===== src/rtl/draw_sched_pkg.sv =====
// Shared types and constants for the draw update scheduler: FSM state
// encoding, per-enemy payload layout and the debug view of the block.
package draw_sched_pkg;

    localparam int DEF_N_ENEMY = 5;

    // Per-enemy payload: {x[9:0], y[9:0], type[1:0], health[3:0]}
    localparam int SLOT_W = 26;
    localparam int X_LSB  = 16;
    localparam int Y_LSB  = 6;
    localparam int T_LSB  = 4;
    localparam int H_LSB  = 0;

    typedef enum logic [1:0] {
        ACTIVE = 2'd0,
        WINDOW = 2'd1,
        CLOSE  = 2'd2
    } sched_state_e;

    typedef struct packed {
        sched_state_e state;
        logic [9:0]   xpixel;
        logic [9:0]   ypixel;
    } sched_dbg_t;

    // Width of an index that addresses n requesters (at least one bit).
    function automatic int ptr_width(input int n);
        return (n > 1) ? $clog2(n) : 1;
    endfunction

endpackage


===== src/rtl/draw_update_scheduler_if.sv =====
// Request/grant bus between the enemy engines and the update scheduler.
//
// Handshake: a requester raises req[i] with wr_data slot i valid and holds
// both stable until it observes gnt[i] high for one cycle; it drops req[i]
// in the following cycle. A req[i] still high in the cycle after gnt[i]
// is a fresh request. gnt is one-hot and registered.
interface draw_update_scheduler_if
    import draw_sched_pkg::*;
#(
    parameter int N_ENEMY = DEF_N_ENEMY
);
    logic [N_ENEMY-1:0]        req;
    logic [N_ENEMY*SLOT_W-1:0] wr_data;
    logic [N_ENEMY-1:0]        gnt;

    modport master (output req, output wr_data, input gnt);
    modport slave  (input req, input wr_data, output gnt);
endinterface


===== src/rtl/draw_update_scheduler_rr_arbiter.sv =====
// Combinational round-robin arbiter: picks the first requester at or
// after rr_ptr, wrapping to index 0, and reports it one-hot and as an index.
module rr_arbiter
    import draw_sched_pkg::*;
#(
    parameter int N     = DEF_N_ENEMY,
    parameter int PTR_W = ptr_width(N)
) (
    input  logic [N-1:0]     req,
    input  logic [PTR_W-1:0] rr_ptr,
    output logic [N-1:0]     grant,
    output logic [PTR_W-1:0] idx,
    output logic             valid
);

    // Two passes: upper half from rr_ptr first, then the wrapped lower half.
    always_comb begin
        grant = '0;
        idx   = '0;
        valid = 1'b0;
        for (int i = 0; i < N; i++) begin
            if (!valid && req[i] && (i >= int'(rr_ptr))) begin
                grant[i] = 1'b1;
                idx      = PTR_W'(i);
                valid    = 1'b1;
            end
        end
        for (int i = 0; i < N; i++) begin
            if (!valid && req[i]) begin
                grant[i] = 1'b1;
                idx      = PTR_W'(i);
                valid    = 1'b1;
            end
        end
    end

endmodule


===== src/rtl/draw_update_scheduler.sv =====
// Tear-free update controller. Enemy engines post position/type/health
// through a req/gnt bus; updates are accepted one per clock, round-robin,
// only during the vertical-blanking window, so the compositor-facing
// shadow registers never change during active video.
// Optional macro DRAW_SCHED_FREEZE_EN adds a 'freeze' input that stops
// grants, shadow/frame_cnt/missed updates and frame_tick while high.
module draw_update_scheduler
    import draw_sched_pkg::*;
#(
    parameter int N_ENEMY  = DEF_N_ENEMY,
    parameter int V_ACTIVE = 480,
    parameter int V_TOTAL  = 525,
    parameter int GUARD    = 2
) (
    input  logic                   clk,
    input  logic                   reset,
    input  logic [9:0]             xpixel,
    input  logic [9:0]             ypixel,
    draw_update_scheduler_if.slave bus,
`ifdef DRAW_SCHED_FREEZE_EN
    input  logic                   freeze,
`endif
    output logic [N_ENEMY*10-1:0]  x_mid,
    output logic [N_ENEMY*10-1:0]  y_mid,
    output logic [N_ENEMY*2-1:0]   typeout,
    output logic [N_ENEMY*4-1:0]   health,
    output logic                   frame_tick,
    output logic [7:0]             frame_cnt,
    output logic [N_ENEMY-1:0]     missed,
    output sched_dbg_t             dbg
);

    localparam int         PTR_W    = ptr_width(N_ENEMY);
    localparam logic [9:0] VBLANK_Y = 10'(V_ACTIVE);
    localparam logic [9:0] CLOSE_Y  = 10'(V_TOTAL - GUARD);

    sched_state_e       state;
    sched_state_e       state_next;
    logic               prev_in_vblank;
    logic               armed;
    logic [PTR_W-1:0]   rr_ptr;
    logic [N_ENEMY-1:0] gnt_q;

    logic               in_vblank;
    logic               close_cond;
    logic               open_window;
    logic               hold;
    logic               grant_en;
    logic               capture_missed;

    logic [N_ENEMY-1:0] arb_grant;
    logic [PTR_W-1:0]   arb_idx;
    logic               arb_valid;

`ifdef DRAW_SCHED_FREEZE_EN
    assign hold = freeze;
`else
    assign hold = 1'b0;
`endif

    assign in_vblank  = (ypixel >= VBLANK_Y);
    assign close_cond = (ypixel >= CLOSE_Y) || !in_vblank;
    // armed blocks a spurious rising edge when reset is released mid-vblank.
    assign open_window = (state == ACTIVE) && in_vblank && !prev_in_vblank && armed;

    rr_arbiter #(
        .N     (N_ENEMY),
        .PTR_W (PTR_W)
    ) u_arb (
        .req    (bus.req),
        .rr_ptr (rr_ptr),
        .grant  (arb_grant),
        .idx    (arb_idx),
        .valid  (arb_valid)
    );

    // FSM state register.
    always_ff @(posedge clk or posedge reset) begin
        if (reset) state <= ACTIVE;
        else       state <= state_next;
    end

    // Next state and per-state enables; grants only in WINDOW before close.
    always_comb begin
        state_next     = state;
        grant_en       = 1'b0;
        capture_missed = 1'b0;
        case (state)
            ACTIVE: begin
                if (open_window) state_next = WINDOW;
            end
            WINDOW: begin
                if (close_cond) state_next = CLOSE;
                else            grant_en   = arb_valid && !hold;
            end
            CLOSE: begin
                capture_missed = !hold;
                state_next     = ACTIVE;
            end
            default: state_next = ACTIVE;
        endcase
    end

    // vblank edge tracking; arming requires one active-video line first.
    always_ff @(posedge clk or posedge reset) begin
        if (reset) begin
            prev_in_vblank <= 1'b0;
            armed          <= 1'b0;
        end else begin
            prev_in_vblank <= in_vblank;
            if (!in_vblank) armed <= 1'b1;
        end
    end

    // Frame pulse and counter advance when the window opens.
    always_ff @(posedge clk or posedge reset) begin
        if (reset) begin
            frame_tick <= 1'b0;
            frame_cnt  <= 8'd0;
        end else begin
            frame_tick <= open_window && !hold;
            if (open_window && !hold) frame_cnt <= frame_cnt + 8'd1;
        end
    end

    // Registered one-hot grant and round-robin pointer advance.
    always_ff @(posedge clk or posedge reset) begin
        if (reset) begin
            gnt_q  <= '0;
            rr_ptr <= '0;
        end else begin
            gnt_q <= grant_en ? arb_grant : '0;
            if (grant_en) begin
                rr_ptr <= (arb_idx == PTR_W'(N_ENEMY - 1)) ? '0 : arb_idx + PTR_W'(1);
            end
        end
    end

    assign bus.gnt = gnt_q;

    // Shadow capture of the granted slot's payload.
    always_ff @(posedge clk or posedge reset) begin
        if (reset) begin
            x_mid   <= '0;
            y_mid   <= '0;
            typeout <= '0;
            health  <= '0;
        end else begin
            for (int i = 0; i < N_ENEMY; i++) begin
                if (grant_en && arb_grant[i]) begin
                    x_mid[i*10 +: 10]  <= bus.wr_data[i*SLOT_W + X_LSB +: 10];
                    y_mid[i*10 +: 10]  <= bus.wr_data[i*SLOT_W + Y_LSB +: 10];
                    typeout[i*2 +: 2]  <= bus.wr_data[i*SLOT_W + T_LSB +: 2];
                    health[i*4 +: 4]   <= bus.wr_data[i*SLOT_W + H_LSB +: 4];
                end
            end
        end
    end

    // Sticky record of requests still pending when the window closed.
    always_ff @(posedge clk or posedge reset) begin
        if (reset)               missed <= '0;
        else if (capture_missed) missed <= missed | bus.req;
    end

    assign dbg = '{state: state, xpixel: xpixel, ypixel: ypixel};

endmodule


===== src/flat_wrapper.sv =====
// flat-port wrapper written by rule: the top's interface ports become plain ports
module draw_update_scheduler_flat import draw_sched_pkg::*;
#(
    parameter int N_ENEMY  = DEF_N_ENEMY,
    parameter int V_ACTIVE = 480,
    parameter int V_TOTAL  = 525,
    parameter int GUARD    = 2
)
  (clk, reset, xpixel, ypixel, x_mid, y_mid, typeout, health, frame_tick, frame_cnt, missed, dbg, bus_req, bus_wr_data, bus_gnt);
  draw_update_scheduler_if #(.N_ENEMY(N_ENEMY)) bus_i ();
  input  logic clk;
  input  logic reset;
  input  logic [9:0] xpixel;
  input  logic [9:0] ypixel;
  output logic [N_ENEMY*10-1:0] x_mid;
  output logic [N_ENEMY*10-1:0] y_mid;
  output logic [N_ENEMY*2-1:0] typeout;
  output logic [N_ENEMY*4-1:0] health;
  output logic frame_tick;
  output logic [7:0] frame_cnt;
  output logic [N_ENEMY-1:0] missed;
  output sched_dbg_t dbg;
  input wire logic [$bits(bus_i.req)-1:0] bus_req;
  input wire logic [$bits(bus_i.wr_data)-1:0] bus_wr_data;
  output wire logic [$bits(bus_i.gnt)-1:0] bus_gnt;
  assign bus_i.req = bus_req;
  assign bus_i.wr_data = bus_wr_data;
  assign bus_gnt = bus_i.gnt;
  draw_update_scheduler #(.N_ENEMY(N_ENEMY), .V_ACTIVE(V_ACTIVE), .V_TOTAL(V_TOTAL), .GUARD(GUARD)) u_core (.clk(clk), .reset(reset), .xpixel(xpixel), .ypixel(ypixel), .bus(bus_i), .x_mid(x_mid), .y_mid(y_mid), .typeout(typeout), .health(health), .frame_tick(frame_tick), .frame_cnt(frame_cnt), .missed(missed), .dbg(dbg));
endmodule

===== config.mk =====
export PLATFORM = sky130hd
export DESIGN_NAME = draw_update_scheduler_flat
export DESIGN_NICKNAME = d
export VERILOG_FILES = /design/src/rtl/draw_sched_pkg.sv /design/src/rtl/draw_update_scheduler_if.sv /design/src/rtl/draw_update_scheduler_rr_arbiter.sv /design/src/rtl/draw_update_scheduler.sv /design/src/flat_wrapper.sv
export SDC_FILE = /design/constraint.sdc
export NUM_CORES = 1
export LEC_CHECK = 0
export ABC_AREA = 0
export CORE_MARGIN = 2
export CORE_UTILIZATION = 31
export DETAILED_ROUTE_END_ITERATION = 12
export GPL_ROUTABILITY_DRIVEN = 1
export PLACE_DENSITY = 0.74
export SLEW_MARGIN = 5
export SYNTH_ARGS = -nofsm -noshare
export SYNTH_HDL_FRONTEND = slang
export SYNTH_SLANG_ARGS = --single-unit
export TNS_END_PERCENT = 100

===== constraint.sdc =====
create_clock -name clk -period 6.6 [get_ports clk]
set_clock_uncertainty 0.15 [all_clocks]
set_input_delay 1.98 -clock clk [delete_from_list [all_inputs] [get_ports clk]]
set_output_delay 1.98 -clock clk [all_outputs]
set_load 0.02 [all_outputs]

* Yosys cells after proc, flatten, opt, wreduce, memory -nomap -nowiden
Index checks and enable logic that the tools add are counted.
** Storage, ports and cells
- Bits in registers :: 156
- Bits in latches :: 0
- RAM bits :: 0
- Memory bits (read-only) :: 0
- Bits of input ports :: 157
- Memories :: 0
** Operators by class
- $add $sub $neg :: 2
- $mul :: 0
- Divide/modulo/power cells :: 0
- Order comparisons :: 7
- Equality and inequality tests :: 5
- Shifts and indexed selects :: 0
- Mux-type cells :: 36
- Bitwise operators :: 1
- Reductions and logical operators :: 36
** Operators with widths (count)
- $mux W3 :: 9
- $mux W1 :: 23
- $logic_and A1 B1 Y1 :: 22
- $logic_not A1 Y1 :: 11
- $ge A10 B10 Y1 const B :: 1
- $ge A10 B9 Y1 const B :: 1
- $add A8 B1 Y8 const B :: 1
- $ge A1 B3 Y1 const A :: 2
- $ge A2 B3 Y1 const A :: 2
- $mux W5 :: 1
- $or A5 B5 Y5 :: 1
- $mux W2 :: 2
- $ne A2 B1 Y1 const B :: 2
- $pmux W2 S2 :: 1
- $add A3 B1 Y3 const B :: 1
- $eq A3 B3 Y1 const B :: 1
- $ge A3 B3 Y1 const A :: 1
- $eq A2 B1 Y1 const B :: 1
- $eq A2 B2 Y1 const B :: 1
- $logic_not A2 Y1 :: 1
- $reduce_and A2 Y1 :: 1
- $logic_or A1 B1 Y1 :: 1

* Longest topological paths before layout
Gate-level depths: netlist of the first run.
- Depth after elaboration :: 37
- Gate-level depth with buffers :: 10

* Hierarchy
A second synthesis of the first run with hierarchy kept.
** Second synthesis, totals
- Cells, all modules :: 437
- Area, all modules :: 6906.6 um2
** By module, submodules not included
- draw_update_scheduler :: instances 1, cells an instance 390, area each 6605.1 um2
- rr_arbiter :: instances 1, cells an instance 47, area each 301.5 um2

* Least setup slack after synthesis of the first run
Ideal clock, no wire load.
- Kind :: input port to output port
- Start :: input ypixel[0]
- End :: output dbg[0] in the netlist's numbering
- Arrival :: 2.114 ns
- Required time :: 4.470 ns
- Path slack :: 2.356 ns
- Stages on the path :: 1
- Path buffers :: 1
- Cell sequence :: buf_4
** RTL lines
- from (decl) :: RTL line flat_wrapper.sv:14 : input logic [9:0] ypixel;
- to (decl) :: RTL line flat_wrapper.sv:22 : output sched_dbg_t dbg;
No word-level cell between the ends.

* Worst setup path in the final report of the first run
- Start :: input ypixel[9]
- End :: output dbg[9] in the netlist's numbering
No word-level cell between the ends.

==> summary.md, run 1 <==
| Metric | Value |
|---|---|
| Worst reg2reg startpoint | u_core.rr_ptr[2] |
| Cell family with most CP delay | buffers and inverters |
| Pwr/cell area | 390.4 nW/µm² |
| # rows | 53 |
| R2R Path End | u_core.x_mid[15] |
| Reg2Reg Depth | 5 |
| Total Die Area | 22280 µm² |
| Worst setup margin | 1.318 ns |
| Async S/R FF share, synth | 1.000 |
| Synth area leaders | dfrtp_1 60%, mux2_2 15%, mux2_4 9.0% |
| Leak | 4.653 nW |
| WHS Endpoint | u_core.missed[2] |
| TritonCTS clock tree | built |
| CTS H-tree lvls | 4 |
| Vias per inst | 4.396 |
| Initial drt markers | 144 |
| Slew Viols, Final | 0 |
| Final hold violation count | 0 |
| Worst Tran Pin Value | 0.8841 ns |
| I/O Pins | 328 |
| Die width | 149.3 µm |
| Required time worst endpoint | 4.47 ns |
| Wire per inst | 15.97 µm |
| Pre-CTS WS | 1.321 ns |
| Final Critical Period | 5.282 ns |
| Antenna violations before repair | 0 |
| CP most frequent cell | clkdlybuf4s50_1 |
| Post-synth top area cell | dfrtp_1 |
| Post_cts resized | 0 |
| Met3 WL | 1134 µm |
| Worst hold-check path type | reg -> reg |
| Core Area | 20890 µm² |
| Die span in y | 149.3 µm |
| Layout area overhead | 57.10% |
| Worst-path cell chain | clkdlybuf4s50_1, clkdlybuf4s50_1 |
| PortBufs | 307 |
| Later-pin clock latency in the skew report | 0.41 ns |
| Detailed-placement wirelength estimate | 11720 µm |
| Synth warn | 0 |
| Layout net count | 880 |
| Setup TNS | 0 ns |
| Wire length on met2 | 8056 µm |
| Fill cells | 1856 |
| #FFs+latches synth | 156 |
| CP max stage cell | clkdlybuf4s50_1 |
| First-pass GRT wire length | 25170 µm |
| Initial Utilization | 0.3131 |
| Setup-failing EPs final | 0 |
| Crit Path Max Fanout | 4 |
| Routability congestion estimate | 0.8669 |
| Post-synth EDFFs | 0 |
| Met1 WL | 6694 µm |
| GRT Overall Usage | 0.1459 |
| Register area share after synthesis | 0.5968 |
| Global route overflow | 0 |
| Top_reg_cell synth | dfrtp_1 |
| Max Fclk | 189.3 MHz |
| Fraction of layout cells with a size suffix above 1 | 0.2292 |
| WS Path Type | in -> out |
| Pin count of the biggest net entering global routing | 88 |
| Num CTS Buffers | 17 |
| Synthesized area | 6541 µm² |
| Antenna-violating nets left | 0 |
| Hold depth | 1 |
| Post-CTS Setup Inserts | 0 |
| Uppermost layer routed | met4 |
| # hold bufs at CTS | 0 |
| Tcrit/Tclk final | 0.8004 |
| Flop-to-flop setup slack | 3.71 ns |
| Root buffer cell | clkbuf_16 |
| Critical path arrival | 3.15 ns |
| Crit path launch type | primary input |
| CTS Sinks | 156 |
| Crit path largest cell delay | 0.63 ns |
| Peak VDD IR | 185.3 µV |
| Bufs and invs on worst path | 2 |
| Vias in the first global route | 4677 |
| Final wirelength | 16100 µm |
| Inserted Diodes | 0 |
| Clock Path Buffers | 2 |
| Initial DRT Pass Iterations | 4 |
| CP endpoint kind | primary output |
| Maxcap violations | 0 |
| Hold Crit Start | u_core.missed[2] |
| Syn Area/Cell | 15.28 µm² |
| Synth cell types | 47 |
| DR vias | 4431 |
| Outcome | complete, no violations |
| RSZ-0062 raised after global routing | false |
| Max_slew headroom | 0.4093 |
| Post-synth top area share | 0.5968 |
| Post-synthesis cell count | 428 |
| Post-synth net total | 588 |
| Reg clk slew, reported paths | 0.07 ns |
| Drt drc | 0 |
==> layout make-up <==
cell class                 instances  area, µm²  area share
clock buffer                      19      432.9     0.04213
clock inverter                    13      156.4     0.01522
inverter                           7      31.28    0.003044
multi-input combinational        229       2320      0.2257
sequential                       156       3904      0.3799
tap                              275      344.1     0.03348
timing repair buffer             309       3088      0.3005
==> worst max-delay path by stage <==
stage	start	to	slack [ns]	cells after the start
detailed placement	ypixel[9]	dbg[9]	1.32	2
global route	ypixel[9]	dbg[9]	1.28	2
finish	ypixel[9]	dbg[9]	1.32	2
CTS	ypixel[9]	dbg[9]	1.32	2
global placement	ypixel[9]	dbg[9]	1.32	2
floorplan	reset	u_core.armed	0.26	1
==> per-layer routing <==
layer  up-vias  track usage
li1       2082            -
met1      2181       0.1803
met2       157       0.2410
met3        11      0.04893
met4         0      0.04714
met5         -            0
==> sequential cells by signal, summed over array words and instances, names as in the netlist <==
signal,flops
u_core.armed,1
u_core.x_mid,50
u_core.rr_ptr,3
u_core.frame_cnt,8
u_core.frame_tick,1
u_core.missed,5
u_core.state,2
u_core.health,20
u_core.bus.gnt,5
u_core.prev_in_vblank,1
u_core.typeout,10
u_core.y_mid,50
==> cells in the mapped netlist (all sizes together), types with 2 or more instances <==
| cell type | number |
|---|---|
| nor2b | 4 |
| nor3 | 4 |
| and3 | 2 |
| a21oi | 9 |
| nand2b | 6 |
| nor4 | 2 |
| and2 | 2 |
| nor2 | 10 |
| mux2 | 132 |
| clkbuf | 2 |
| ha | 3 |
| dfrtp | 156 |
| a21o | 6 |
| o31ai | 3 |
| nand4 | 5 |
| nand2 | 5 |
| or4 | 2 |
| or3 | 4 |
| xor2 | 4 |
| xnor2 | 3 |
| inv | 7 |
| a21boi | 2 |
| o21ai | 3 |
| or2 | 2 |
| buf | 34 |
| nand3 | 6 |
==> cells by family (layout without fill, tap and decap cells) <==
group                      Yosys count  count (layout)  share of synthesized area
DFF                                156             156                     0.5968
muxes                              133             133                     0.2511
and+or+nand+nor                     55              55                    0.05107
buffers and inverters               43             348                    0.04859
AOI/OAI and AO/OA                   31              31                    0.03730
xor gates and xnor gates             7               7                   0.009373
adders and majority gates            3               3                   0.005739
==> per-stage QoR <==
stage	area [µm²]	std cells	hold WS, ns	utilization	total power [W]
after floorplan	6541	428	0.2770	-	0.002267
after global placement	9687	976	0.2879	0.4637	0.003027
after detailed placement	9687	976	0.2959	0.4637	0.003055
after CTS	10280	1008	0.3104	0.4919	0.004072
after global routing	10280	1008	0.3257	0.4919	0.004224
final	10280	1008	0.3043	0.4919	0.004012
==> layout by cell type, fill, tap and decap left out, types with 3 or more instances in the layout <==
master           synthesis  layout
clkdlybuf4s50_1          0     307
dfrtp_1                156     156
mux2_2                  85      85
mux2_4                  39      39
clkbuf_16                0      17
nor2_1                  10      10
mux2_1                   8       8
a21oi_1                  7       7
nand2b_1                 6       6
inv_1                    7       6
a21o_1                   6       6
nand4_1                  5       5
inv_6                    0       5
nand3_1                  4       4
nand2_1                  4       4
nor3_1                   4       4
xor2_1                   4       4
nor2b_1                  4       4
or3_1                    4       4
clkinvlp_4               0       4
o31ai_1                  3       3
xnor2_1                  3       3
ha_1                     3       3
==> power breakdown <==
part           switching (W)  total (W)  internal [W]  leakage [nW]
Clock               0.000419   0.000988      0.000568         0.275
Sequential          0.000185    0.00144       0.00126          2.07
Combinational       0.000704    0.00158      0.000876          2.31
Power figures use the tool's default switching activity.
==> run 2: changes to the inputs <==
==> constraint.sdc (replaced) <==
create_clock -name clk -period 4.6 [get_ports clk]
set_clock_uncertainty 0.15 [all_clocks]
set_input_delay 1.38 -clock clk [delete_from_list [all_inputs] [get_ports clk]]
set_output_delay 1.38 -clock clk [all_outputs]
set_load 0.02 [all_outputs]
==> summary.md, run 2 (synthesis results as in run 1) <==
| Metric | Value |
|---|---|
| Core Area | 20890 µm² (unchanged) |
| Setup-failing EPs final | 0 (unchanged) |
| Worst Tran Pin Value | 0.5368 ns (-0.3473 ns) |
| Commonest non-fill, non-tap cell in the layout | clkdlybuf4s50_1 |
| Initial drt markers | 137 (-4.9%) |
| Antenna violations before repair | 0 (unchanged) |
| Bufs and invs on worst path | 2 (unchanged) |
| Wire per inst | 16.14 µm (+1.1%) |
| Design area | 10340 µm² (+0.62%) |
| Crit path largest cell delay | 0.63 ns (about the same) |
| Setup TNS | 0 ns (unchanged) |
| Pin count of the biggest net entering global routing | 85 (-3.4%) |
| Cell family with most CP delay | buffers and inverters |
| Vias per inst | 4.448 (+1.2%) |
| GRT Overall Usage | 0.1437 (-0.002246) |
| Worst-path cell chain | clkdlybuf4s50_1, clkdlybuf4s50_1 |
| I/O Pins | 328 (unchanged) |
| Worst hold-check path type | reg -> reg |
| WS Path Type | in -> out |
| TritonCTS clock tree | built |
| Post-CTS Setup Inserts | 0 (unchanged) |
| Detailed-placement wirelength estimate | 11890 µm (+1.5%) |
| Leak | 4.687 nW (+0.74%) |
| Die span in y | 149.3 µm (unchanged) |
| First-pass GRT wire length | 24870 µm (-1.2%) |
| Tcrit/Tclk final | 0.8877 |
| Max_slew headroom | 0.6394 (+0.2301) |
| Antenna-violating nets left | 0 (unchanged) |
| Maxcap violations | 0 (unchanged) |
| RSZ-0062 raised after global routing | false |
| Cell count after placement | 981 (+0.51%) |
| Max Fclk | 244.9 MHz |
| Pwr/cell area | 558.1 nW/µm² (+43%) |
| Peak VDD IR | 218.1 µV (+18%) |
| Most frequent cells in the layout | 307 x clkdlybuf4s50_1, 156 x dfrtp_1, 85 x mux2_2 |
| Final worst hold slack | 0.3045 ns (+0.0002070 ns) |
| Layout area overhead | 58.07% |
| Initial DRT Pass Iterations | 4 (unchanged) |
| Crit path launch type | primary input |
| Required time worst endpoint | 3.07 ns (-1.40 ns) |
| CP most frequent cell | clkdlybuf4s50_1 |
| # hold bufs at CTS | 0 (unchanged) |
| Die width | 149.3 µm (unchanged) |
| Vias in the first global route | 4540 (-2.9%) |
| Global route overflow | 0 (unchanged) |
| Outcome | complete, no violations |
| Initial Utilization | 0.3131 (unchanged) |
| Slew Viols, Final | 0 (unchanged) |
| Final hold violation count | 0 (unchanged) |
| Inserted Diodes | 0 (unchanged) |
| Non-Filler Instances | 1013 (+0.50%) |
| Placed Instance Area | 9748 µm² (+0.63%) |
| Reg clk slew, reported paths | 0.06 ns (about the same) |
| Critical path arrival | 2.55 ns (-0.60 ns) |
| Crit Path Max Fanout | 4 (unchanged) |
| Biggest regs | u_core.x_mid (50), u_core.y_mid (50), u_core.health (20) |
| Drt drc | 0 (unchanged) |
| PortBufs | 307 (unchanged) |
| Worst reg2reg startpoint | u_core.rr_ptr[2] |
| Later-pin clock latency in the skew report | 0.41 ns (about the same) |
| Routability congestion estimate | 0.7932 (-8.5%) |
| CTS H-tree lvls | 4 (unchanged) |
| # rows | 53 (unchanged) |
| Num CTS Buffers | 17 (unchanged) |
| Tot Pwr | 0.005770 W (+44%) |
| CTS Sinks | 156 (unchanged) |
| Final wirelength | 16350 µm (+1.6%) |
| Crit path from | ypixel[9] |
| Clock Path Buffers | 2 (unchanged) |
| Post_cts resized | 0 (unchanged) |
| CP endpoint kind | primary output |
| CP max stage cell | clkdlybuf4s50_1 |
| Layout net count | 885 (+0.57%) |
| Total Die Area | 22280 µm² (unchanged) |
| Root buffer cell | clkbuf_16 |
| Final Critical Period | 4.083 ns |
| Hold Crit Start | u_core.missed[4] |
| Fraction of layout cells with a size suffix above 1 | 0.2358 (+0.006577) |
| DR vias | 4506 (+1.7%) |
-- run 2: cell count changes in the layout (fill, tap and decap cells not counted) --
cell	change
buf_4	+3
clkbuf_1	-1
clkinv_4	+2
clkinv_2	+1
inv_6	-2
buf_12	+2
-- run 2: worst paths after layout --
check                                         to  slack (ns)  cells after the start
max in group asynchronous       u_core.x_mid[33]        2.60                      3
worst max register to register  u_core.x_mid[14]        1.95                      6
min in group asynchronous        u_core.y_mid[0]        1.30                      3
worst max-delay path                      dbg[9]        0.52                      2
worst min register to register  u_core.missed[4]        0.30                      1
worst min-delay path            u_core.missed[4]        0.30                      1
-- run 2: metrics by stage --
step | utilization | setup slack (ns)
after floorplan | - | 1.097
after global placement | 0.4667 | 0.4998
after detailed placement | 0.4667 | 0.4649
after CTS | 0.4950 | 0.5155
after global routing | 0.4950 | 0.4778
final | 0.4950 | 0.5168
-- run 2: area by class of cell --
class,instances,area [µm²]
clock buffer,18,429.2
tap,275,344.1
clock inverter,14,162.7
sequential,156,3904
fill,1876,10550
inverter,7,30.03
multi-input combinational,229,2320
timing repair buffer,314,3151
-- run 2: metal layers --
metal  share of wire  global-route usage  vias to the layer above
li1                -                   -                     2088
met5               0                   0                        -
met2            0.51              0.2431                      176
met1            0.41              0.1751                     2226
met3           0.065             0.04006                       16
met4           0.017             0.05286                        0
-- run 2: power by group --
group	switching [W]	internal [W]	leakage, nW	total, W
Sequential	0.000270	0.00181	2.07	0.00208
Clock	0.000603	0.000814	0.281	0.00142
Combinational	0.00102	0.00126	2.34	0.00228
==> run 3: changes to the inputs <==
--- a/config.mk
+++ b/config.mk
@@ -11,6 +11,7 @@
 export DETAILED_ROUTE_END_ITERATION = 12
 export GPL_ROUTABILITY_DRIVEN = 1
 export PLACE_DENSITY = 0.74
+export RECOVER_POWER = 50
 export SLEW_MARGIN = 5
 export SYNTH_ARGS = -nofsm -noshare
 export SYNTH_HDL_FRONTEND = slang
==> summary.md, run 3 (synthesis results as in run 1) <==
| Metric | Value |
|---|---|
| I/O Pins | 328 (unchanged) |
| # rows | 53 (unchanged) |
| R2R Path End | u_core.x_mid[14] |
| PortBufs | 307 (unchanged) |
| CTS Sinks | 156 (unchanged) |
| Clock Path Buffers | 2 (unchanged) |
| Final Critical Period | 4.128 ns (+0.04459 ns) |
| Worst-path cell chain | dlygate4sd3_1, clkdlybuf4s50_1 |
| Vias per inst | 4.442 (-0.14%) |
| Root buffer cell | clkbuf_16 |
| Detailed-placement wirelength estimate | 11890 µm (unchanged) |
| TritonCTS clock tree | built |
| Max_slew headroom | -0.4370 (-1.076) |
| GRT Overall Usage | 0.1437 (unchanged) |
| Tcrit/Tclk final | 0.8973 (+0.009694) |
| Crit Path Max Fanout | 4 (unchanged) |
| Post-CTS Setup Inserts | 0 (unchanged) |
| Layout area overhead | 57.55% |
| Wire per inst | 16.13 µm (-0.10%) |
| Setup-failing EPs final | 0 (unchanged) |
| Core Area | 20890 µm² (unchanged) |
| CP max stage cell | clkdlybuf4s50_1 |
| WS Path Type | in -> out |
| Slew Viols, Final | 158 (+158) |
| Drt drc | 0 (unchanged) |
| Most frequent cells in the layout | 240 x clkdlybuf4s50_1, 156 x dfrtp_1, 85 x mux2_2 |
| Cell family with most CP delay | buffers and inverters |
| Design area | 10310 µm² (-0.33%) |
| Initial Utilization | 0.3131 (unchanged) |
| Initial DRT Pass Iterations | 4 (unchanged) |
| Fraction of layout cells with a size suffix above 1 | 0.2344 (-0.001355) |
| Pin count of the biggest net entering global routing | 85 (unchanged) |
| CP endpoint kind | primary output |
| Util after Layout | 0.4934 (-0.001618) |
| WHS Endpoint | u_core.missed[4] |
| Flop-to-flop setup slack | 1.94 ns (about the same) |
| Antenna violations before repair | 1 (+1) |
| Antenna-violating nets left | 0 (unchanged) |
| Leak | 4.844 nW (+3.4%) |
| Setup TNS | 0 ns (unchanged) |
| Tot Pwr | 0.005692 W (-1.4%) |
| Commonest non-fill, non-tap cell in the layout | clkdlybuf4s50_1 |
| Failing checks | capacitance limit, slew limit |
| Outcome | complete, but fails checks |
| Pwr/cell area | 552.3 nW/µm² (-1.0%) |
| Worst Tran Pin Value | 2.156 ns (+1.619 ns) |
| Hold depth | 1 (unchanged) |
| Bufs and invs on worst path | 2 (unchanged) |
| Reg2Reg Depth | 6 (unchanged) |
| DR vias | 4504 (-0.044%) |
| Crit path largest cell delay | 0.63 ns (about the same) |
| Hold Crit Start | u_core.missed[4] |
| Required time worst endpoint | 3.07 ns (about the same) |
| Post_cts resized | 0 (unchanged) |
| Global route overflow | 0 (unchanged) |
| Num CTS Buffers | 17 (unchanged) |
| CTS H-tree lvls | 4 (unchanged) |
| Vias in the first global route | 4540 (unchanged) |
| Initial drt markers | 114 (-17%) |
| Worst hold-check path type | reg -> reg |
| # hold bufs at CTS | 0 (unchanged) |
| RSZ-0062 raised after global routing | false |
| Final hold violation count | 0 (unchanged) |
| Maxcap violations | 2 (+2) |
| Critical path arrival | 2.60 ns (+0.05 ns) |
| First-pass GRT wire length | 24870 µm (unchanged) |
| Worst reg2reg startpoint | u_core.rr_ptr[2] |
| Placed Instance Area | 9748 µm² (unchanged) |
| Final wirelength | 16350 µm (about the same) |
| Reg clk slew, reported paths | 0.06 ns (about the same) |
| Layout net count | 885 (unchanged) |
| Die span in y | 149.3 µm (unchanged) |
| Max Fclk | 242.3 MHz (-1.1%) |
| Die width | 149.3 µm (unchanged) |
| Peak VDD IR | 218.3 µV (+0.11%) |
| Crit path launch type | primary input |
| Later-pin clock latency in the skew report | 0.41 ns (about the same) |
| Worst path depth | 2 (unchanged) |
| Routability congestion estimate | 0.7932 (unchanged) |
| Biggest regs | u_core.x_mid (50), u_core.y_mid (50), u_core.health (20) |
| Total Die Area | 22280 µm² (unchanged) |
## run 3: cell count changes in the layout (fill, tap and decap cells not counted), sizes merged
cell,previous run,this run
clkdlybuf4s50,307,240
dlygate4sd3,0,67
buf,7,5
clkbuf,18,20
diode,0,1
## run 3: report_power, final
group | leakage (nW) | total (W) | switching, W | internal, W
Combinational | 2.50 | 0.00220 | 0.00102 | 0.00119
Clock | 0.281 | 0.00142 | 0.000604 | 0.000814
Sequential | 2.07 | 0.00207 | 0.000262 | 0.00181
Total | 4.84 | 0.00569 | 0.00188 | 0.00381
## run 3: cell type report
class	count	area, µm²
Antenna cell	1	2.502
Tap cell	275	344.1
Multi-Input combinational cell	229	2316
Timing Repair Buffer	314	3120
Clock buffer	18	429.2
Clock inverter	14	162.7
Sequential cell	156	3904
Inverter	7	27.53
Fill cell	1881	10580
## run 3: worst max path at each step
stage,slack [ns],end,startpoint
after floorplan,1.10,u_core.armed,reset
after global placement,0.50,u_core.x_mid[11],bus_req[0]
after detailed placement,0.46,u_core.x_mid[14],bus_req[0]
after CTS,0.52,dbg[9],ypixel[9]
after global routing,0.41,u_core.health[8],reset
final,0.47,dbg[9],ypixel[9]
## run 3: through the flow
step | hold WS, ns | instances | setup WS, ns
after detailed placement | 0.2956 | 981 | 0.4649
after global routing | 0.3254 | 1014 | 0.4056
final | 0.3043 | 1014 | 0.4722
after CTS | 0.3122 | 1013 | 0.5155
after global placement | 0.2876 | 981 | 0.4998
after floorplan | 0.2770 | 428 | 1.097
## run 3: layer usage
| layer | part of all wire | GRT usage |
|---|---|---|
| met5 | 0 | 0 |
| met4 | 0.017 | 0.05286 |
| met3 | 0.067 | 0.04006 |
| met2 | 0.51 | 0.2431 |
| met1 | 0.40 | 0.1751 |
==> patch, RTL diff (settings of run 1) <==
Reset style: synchronous (`reset`), changed in 6 clocked blocks.
--- a/src/rtl/draw_update_scheduler.sv
+++ b/src/rtl/draw_update_scheduler.sv
@@ -77,3 +77,3 @@
     // FSM state register.
-    always_ff @(posedge clk or posedge reset) begin
+    always_ff @(posedge clk) begin
         if (reset) state <= ACTIVE;
@@ -104,3 +104,3 @@
     // vblank edge tracking; arming requires one active-video line first.
-    always_ff @(posedge clk or posedge reset) begin
+    always_ff @(posedge clk) begin
         if (reset) begin
@@ -115,3 +115,3 @@
     // Frame pulse and counter advance when the window opens.
-    always_ff @(posedge clk or posedge reset) begin
+    always_ff @(posedge clk) begin
         if (reset) begin
@@ -126,3 +126,3 @@
     // Registered one-hot grant and round-robin pointer advance.
-    always_ff @(posedge clk or posedge reset) begin
+    always_ff @(posedge clk) begin
         if (reset) begin
@@ -141,3 +141,3 @@
     // Shadow capture of the granted slot's payload.
-    always_ff @(posedge clk or posedge reset) begin
+    always_ff @(posedge clk) begin
         if (reset) begin
@@ -160,3 +160,3 @@
     // Sticky record of requests still pending when the window closed.
-    always_ff @(posedge clk or posedge reset) begin
+    always_ff @(posedge clk) begin
         if (reset)               missed <= '0;
Formal check against the unedited RTL: differs if reset is asserted again (counterexample within 4 cycles, from zero or initial values and one cycle with reset high); with reset held inactive, the same outputs for 4 cycles.
==> patch against run 1 <==
  * Cell area shrank 1.2%
  * Area after synthesis grew 1.3%
  * Wire length grew 17%
  * Setup slack lost 0.046 ns
  * Highest routed layer unchanged
  * Hold slack is essentially flat
  * Sequential cell count is the same
  * Non-clock buffer count grew 6
  * Sequential share of layout area shrank 7.2 points
  * Critical path type unchanged
  * Die area grew 1.3%
  * Global-route usage grew 1.5 points
Power is not compared: it rests on default switching activity, and its combinational part moved more than twofold at a synthesized area within 25%.
==> patch: results (changes against run 1) <==
[status]
status=complete, no violations

[finish]
fin_nets=1159  ; +32%
reg.largest.list=u_core.x_mid: 50 flops, u_core.y_mid: 50 flops, u_core.health: 20 flops
n_antenna_cell=0  ; unchanged
fill_cells=1973  ; +6.3%
drive_gt1_frac=0.0504  ; -0.179

[placed_design]
portBuffers=307  ; unchanged
dp_hpwl_microns=13500  ; +15%
gp_congestion=0.780  ; -10%

[logic_synthesis]
ys_top_cells_by_area=dfxtp_1 (47%), mux2i_1 (16%), nand2_1 (12%), a21oi_1 (2.6%), nand3_1 (2.4%)
synth_async_sr_flop_share=0  ; -1.00
synth_edf_count=0  ; unchanged
synth.net_count=897  ; +53%
yosys.cell_types.count=54  ; +15%
synthFlopType=dfxtp_1
yosysSeqAreaShare=0.471  ; -0.125
ys_top_cells_by_count=nand2_1 (211), dfxtp_1 (156), mux2i_1 (106)
synth-warning-count=0  ; unchanged

[route]
vias_per_cell=4.58  ; +4.2%
wirelength_microns=18900  ; +17%
first_pass_iters=6  ; +2
dr.first_iter.drc_count=164  ; +14%

[setup_path]
startpoint=ypixel[9]
max_stage_delay_ns=0.65  ; +0.02 ns
worstReg2RegStart=u_core.rr_ptr[2]$_SDFFE_PP0P_
crit_family=buffers and inverters
reg2reg_slack_ns=3.69  ; -0.02 ns
worst_r2r_path_depth=5  ; unchanged
cp-endpoint=dbg[9]
timing.rr.end=u_core.health[14]$_SDFFE_PP0P_
slowest_stage=clkdlybuf4s50_1
path_max_fanout=5  ; +1
crit_arrival_ns=3.20  ; +0.05 ns

[grt]
antenna_found_initial=0  ; unchanged
grt_pass1_wl_microns=28700  ; +14%
grt_util_all_layers=0.161  ; +0.0150
grt_pass1_vias=5692  ; +22%
grt_max_degree=135  ; +53%

[min_path]
holdPathStages=2  ; +1
worst_hold_path_type=reg -> reg
hold_end=u_core.y_mid[30]$_SDFFE_PP0P_
hp-start=u_core.y_mid[30]$_SDFFE_PP0P_

[clock_tree]
post_cts_buffers=0  ; unchanged
clkLatencyLatePin_ns=0.42
root_buffer=clkbuf_16
htreeDepth=4  ; unchanged
clk_path_buf_depth=2  ; unchanged
clkTransAtPathRegs_ns=0.06
cts_buffers=17  ; unchanged
cts_resized=0  ; unchanged

[pwr]
ir_drop_uv=145
leakage_uw=0.00354

[sta]
slew_headroom=0.198  ; -0.212
whs_ns=0.305  ; +0.000273 ns

[patch: cell type report]
class	instances	area share
clock buffer	17	0.0419
clock inverter	15	0.0149
inverter	7	0.00308
multi-input combinational	502	0.291
sequential	156	0.308
tap	275	0.0339
timing repair buffer	315	0.308
[patch: layer usage]
layer	track usage	vias up	part of all wire
li1	-	2967	-
met1	0.175	2701	0.40
met2	0.282	205	0.49
met3	0.0664	24	0.091
met4	0.0561	0	0.021
met5	0	-	0
[patch: cell families (layout without fill, tap and decap cells)]
family | Yosys count | after routing | share of synthesized area
AO/OA/AOI/OAI | 87 | 87 | 0.0782
XOR/XNOR | 6 | 6 | 0.00793
adder cells (fa/ha/maj) | 3 | 3 | 0.00567
buffers and inverters | 79 | 354 | 0.0842
flip-flops | 156 | 156 | 0.471
multiplexers | 107 | 107 | 0.162
AND/OR/NAND/NOR | 299 | 299 | 0.191
[patch: stage by stage]
| step | utilization | total power, uW | cells | worst slack [ns] | cell area, sq um |
|---|---|---|---|---|---|
| after floorplan | - | 1060 | 737 | 2.36 | 6630 |
| after global placement | 0.456 | 1160 | 1255 | 1.29 | 9580 |
| after detailed placement | 0.456 | 1160 | 1255 | 1.27 | 9580 |
| after CTS | 0.483 | 2140 | 1287 | 1.27 | 10200 |
| after global routing | 0.483 | 2200 | 1287 | 1.24 | 10200 |
| final | 0.483 | 2100 | 1287 | 1.27 | 10200 |
[patch: report_power, final]
part	leakage (uW)	internal [uW]	switching (uW)
clock network	0.000286	535	434
registers	0.00126	945	3.26
logic	0.00199	106	80.5
total	0.00354	1590	517
